===== config.mk =====
export PLATFORM = sky130hd
export DESIGN_NAME = switch_debounce
export DESIGN_NICKNAME = d
export VERILOG_FILES = /design/src/rtl/switch_debounce.sv
export SDC_FILE = /design/constraint.sdc
export NUM_CORES = 1
export LEC_CHECK = 0
export BUFFER_PORTS_ARGS = -buffer_cell sky130_fd_sc_hd__buf_4
export CORE_ASPECT_RATIO = 0.75
export CORE_MARGIN = 2
export CORE_UTILIZATION = 30
export DETAILED_ROUTE_END_ITERATION = 7
export HOLD_SLACK_MARGIN = 0.03
export SYNTH_ARGS = -nofsm -noshare
export SYNTH_HDL_FRONTEND = slang
export SYNTH_SLANG_ARGS = --single-unit
export TNS_END_PERCENT = 5

===== constraint.sdc =====
create_clock -name clock -period 3.5 [get_ports clock]
set_clock_uncertainty 0.2 [all_clocks]
set_input_delay 0.175 -clock clock [delete_from_list [all_inputs] [get_ports clock]]
set_output_delay 0.175 -clock clock [all_outputs]
set_load 0.01 [all_outputs]

===== src/rtl/switch_debounce.sv =====
// Conditions raw board switches: two-flop synchroniser, then an independent
// counting debouncer per channel with registered rise/fall pulses.
module switch_debounce #(
  parameter int NUM_CH          = 5,
  parameter int DEBOUNCE_CYCLES = 1_000_000
) (
  input  logic              clock,
  input  logic              reset,
  input  logic [NUM_CH-1:0] raw_in,
  output logic [NUM_CH-1:0] clean_out,
  output logic [NUM_CH-1:0] rise_pulse,
  output logic [NUM_CH-1:0] fall_pulse
);

  localparam int              CNT_W    = $clog2(DEBOUNCE_CYCLES + 1);
  localparam logic [CNT_W-1:0] CNT_LAST = CNT_W'(DEBOUNCE_CYCLES - 1);

  logic [NUM_CH-1:0] r_sync1;
  logic [NUM_CH-1:0] r_sync2;
  logic [NUM_CH-1:0] r_clean;
  logic [NUM_CH-1:0] r_rise;
  logic [NUM_CH-1:0] r_fall;
  logic [CNT_W-1:0]  r_count [NUM_CH];

  logic [NUM_CH-1:0] w_clean_nxt;
  logic [NUM_CH-1:0] w_rise_nxt;
  logic [NUM_CH-1:0] w_fall_nxt;
  logic [CNT_W-1:0]  w_count_nxt [NUM_CH];

  // A mismatch must persist for DEBOUNCE_CYCLES consecutive edges; any match restarts it.
  always_comb begin
    // NOTE: every output of this block gets a default first, so no path can infer a latch.
    w_clean_nxt = r_clean;
    w_rise_nxt  = '0;
    w_fall_nxt  = '0;
    for (int i = 0; i < NUM_CH; i++) begin
      w_count_nxt[i] = '0;
      if (r_sync2[i] != r_clean[i]) begin
        if (r_count[i] == CNT_LAST) begin
          w_clean_nxt[i] = r_sync2[i];
          w_rise_nxt[i]  = r_sync2[i];
          w_fall_nxt[i]  = ~r_sync2[i];
        end else begin
          w_count_nxt[i] = r_count[i] + 1'b1;
        end
      end
    end
  end

  always_ff @(posedge clock or posedge reset) begin
    if (reset) begin
      r_sync1 <= '0;
      r_sync2 <= '0;
      r_clean <= '0;
      r_rise  <= '0;
      r_fall  <= '0;
      // NOTE: the counters are plain flops, not a RAM, so they clear with everything else.
      for (int i = 0; i < NUM_CH; i++) begin
        r_count[i] <= '0;
      end
    end else begin
      // NOTE: non-blocking so sync1 -> sync2 forms a true two-stage chain.
      r_sync1 <= raw_in;
      r_sync2 <= r_sync1;
      r_clean <= w_clean_nxt;
      r_rise  <= w_rise_nxt;
      r_fall  <= w_fall_nxt;
      for (int i = 0; i < NUM_CH; i++) begin
        r_count[i] <= w_count_nxt[i];
      end
    end
  end

  assign clean_out  = r_clean;
  assign rise_pulse = r_rise;
  assign fall_pulse = r_fall;

endmodule

==> metrics.md <==
| Metric | Value |
|---|---|
| Status | `completed` |
| RSZ-0062 raised after global routing | `no` |
| # port buffers | `21` |
| CP Class | `reg2reg` |
| Setup TNS | `0 ns` |
| Clock sinks | `125` |
| Static leakage | `approximately 2.7 nW` |
| Area occupied by multi-input gates | `about 0.0025 mm^2` |
| Worst skew pair latency | `about 0.41 ns` |
| Critical path buffer and inverter count | `0` |
| Syn_nets | `584` |
| Crit start category | `flop` |
| Pwr Total | `3.25 mW` |
| HPWL Detailed | `a little over 7000 um` |
| Router iterations before antenna repair | `4` |
| First-pass GRT wire length | `18800 um` |
| Setup violations, final | `0` |
| Avg Vias per Cell | `roughly 4.7` |
| Routed metal-1 wirelength | `between 5000 and 6000 um` |
| Core area | `around 0.019 mm^2` |
| GP Congestion | `around 0.76` |
| WP data arrival | `around 2.6 ns` |
| Slew @ Worst Pin | `about 0.89 ns` |
| Worst path cell trace | `or4b_1 > or4_4 > o21ai_2 > nor2_1` |
| Fin. Hold Viols | `0` |
| Slowest CP cell | `o21ai_2` |
| CP peak stage delay | `approximately 0.64 ns` |
| Overflow after GRT | `0` |
| Syn avg cell area | `slightly above 10 um^2` |
| Synth Cell Area | `slightly below 0.006 mm^2` |
| Diode count | `0` |
| Gate power share | `0.028` |
| Die Height | `between 100 and 150 um` |
| TritonCTS Buffers | `17` |
| Max FO, Critical Path | `19` |
| Switch Pwr | `around 0.74 mW` |
| Via count | `approximately 4100` |
| Met2 WL | `approximately 4400 um` |
| Relative slew margins | `0.405` |
| Met3 wire length | `slightly above 300 um` |
| Layout cell share with drive strength beyond 1 | `0.133` |
| CP top delay family | `simple AND/OR/NAND/NOR gates` |
| Slew Viols, Final | `0` |
| Starting DRT DRC Count | `just over 300` |
| Sequential Area | `0.00313 mm^2` |
| Part of the Yosys area used for sequential elements | `0.538` |
| Prevailing post-synth register cell | `dfrtp_1` |
| Routed Antenna Nets | `0` |
| Final Cycle Share | `0.735` |
| Highest routed layer | `met4` |
| # H-tree levels | `4` |
| Final WS setup | `0.928 ns` |
| Cell Pwr Density | `~470 mW/mm^2` |
| Post-Layout Cell Count | `870` |
| Internal power | `2.51 mW` |
| Clock buffer depth | `2` |
| Post-synthesis register bit count | `approximately 130` |
| Die ar. | `about 0.021 mm^2` |
| Tmin final | `2.57 ns` |
| Vias in the first global route | `3884` |
| Area delta synth->final | `18.4%` |
| Dpl cells | `around 830` |
| Hold crit path type | `reg2reg` |
| Cell variety after synth | `43` |
| Boundary Pins | `22` |
| Commonest non-fill, non-tap cell in the layout | `dfrtp_1` |
| Switching Share | `0.227` |
| Post-synth EDFFs | `0` |
| Site Rows | `44` |
| Max-cap viol count | `0` |
| Post-synth ARST share | `1.00` |
| Largest net degree at the start of global routing | `between 50 and 60` |
| DRC violations left | `0` |
| WHS | `~0.15 ns` |
| Placement Cell Area | `0.00625 mm^2` |
| CP endpoint kind | `flop` |
| Final Routed Wirelength | `10700 um` |
| Routed WL per cell | `around 12 um` |
| Root Driver | `clkbuf_16` |
| Final instance area | `around 0.0069 mm^2` |
| GRT Total Usage | `0.113` |
| Die width | `between 150 and 200 um` |
| Clock transition at the registers of the reported paths | `about 0.060 ns` |
| CP required | `around 3.6 ns` |
| TritonCTS clock tree | `done` |
| Cells after synthesis | `about 570` |
| Initial Utilization | `0.303` |
| FMAX | `389 MHz` |
| Commonest cells after routing, fill and taps aside | `dfrtp_1, nor2_1, nand3_1` |
| Ys Warns | `0` |
| Seq pwr share | `0.458` |
| Layout filler cell count | `slightly below 2000` |
| Clk pwr share | `0.514` |
| Final core utilization | `0.359` |
| Nets | `between 600 and 700` |
| Placement Setup Slack | `roughly 0.9 ns` |
| Peak VDD IR | `between 0.0002 and 0.0003 V` |
| Setup repair bufs after CTS | `0` |
| Initial antenna violation count | `0` |
## worst reg2reg max path: stages (launching register included)
cell	delay (ns)
dfrtp_1	0.41
or4b_1	0.52
or4_4	0.53
o21ai_2	0.64
nor2_1	0.13
## logic make-up (layout without fill, tap and decap cells)
| logic type | after synthesis | count (layout) | share of synthesized area |
|---|---|---|---|
| simple gates | 265 | 265 | 0.246 |
| compound gates | 73 | 73 | 0.0755 |
| fa+ha+maj | 5 | 5 | 0.0108 |
| xor+xnor | 61 | 61 | 0.0919 |
| buf+inv | 38 | 83 | 0.0269 |
| mux | 5 | 5 | 0.0103 |
| flops | 125 | 125 | 0.538 |
## registers in the layout, indices dropped and copies added (netlist names)
name / count
clean_out: 5
fall_pulse: 5
r_count: 100
rise_pulse: 5
r_sync1: 5
r_sync2: 5
## metal layers
| metal | GRT usage | up-vias |
|---|---|---|
| li1 | - | 2102 |
| met1 | 0.168 | 1944 |
| met2 | 0.156 | 37 |
| met3 | 0.0313 | 9 |
| met4 | 0.0399 | 0 |
| met5 | 0 | - |
## cell type report
| cell class | instances | share of cell area |
|---|---|---|
| clock inverters | 13 | 0.0171 |
| clock buffers | 19 | 0.0658 |
| repair buffers | 31 | 0.0378 |
| flip-flops and latches | 125 | 0.454 |
| multi-input cells | 409 | 0.367 |
| well taps | 253 | 0.0460 |
| inverters | 20 | 0.0115 |
## power groups by stage
stage | clock network, mW | registers, mW | logic, mW
6_report | 1.67 | 1.49 | 0.0905
5_1_grt | 1.78 | 1.49 | 0.106
4_1_cts | 1.71 | 1.49 | 0.0956
3_5_place_dp | 0 | 1.51 | 0.0898
3_3_place_gp | 0 | 1.51 | 0.0894
2_1_floorplan | 0 | 1.51 | 0.0632
## worst paths after layout
check | start | endpoint | slack (ns) | cells after the start
min | r_sync1[3] | r_sync2[3] | 0.15 | 0
min in group asynchronous | reset | r_count[67] | 0.31 | 3
max | r_count[35] | r_count[24] | 0.93 | 4
max in group asynchronous | reset | r_count[13] | 2.04 | 4
min reg2reg | r_sync1[3] | r_sync2[3] | 0.15 | 0
max reg2reg | r_count[35] | r_count[24] | 0.93 | 4
## synthesized netlist by cell type (all sizes together), types with 7 or more instances
cell	n	share of area
dfrtp	125	0.54
inv	20	0.013
o21ai	17	0.015
o31ai	14	0.019
a21oi	34	0.029
xor2	24	0.036
xnor2	37	0.056
nand4	14	0.015
nand2	28	0.018
nor2	70	0.045
nor3b	10	0.013
or4	24	0.032
nor3	14	0.012
buf	7	0.0069
nor4	10	0.011
or3	19	0.020
clkbuf	11	0.0071
nand3	42	0.038
and3	12	0.013
## timing repair
item	in CTS	in global routing
gates resized for setup	0	0
endpoints found under the hold margin	43	0
hold buffers	6	0
Power figures use the tool's default switching activity.
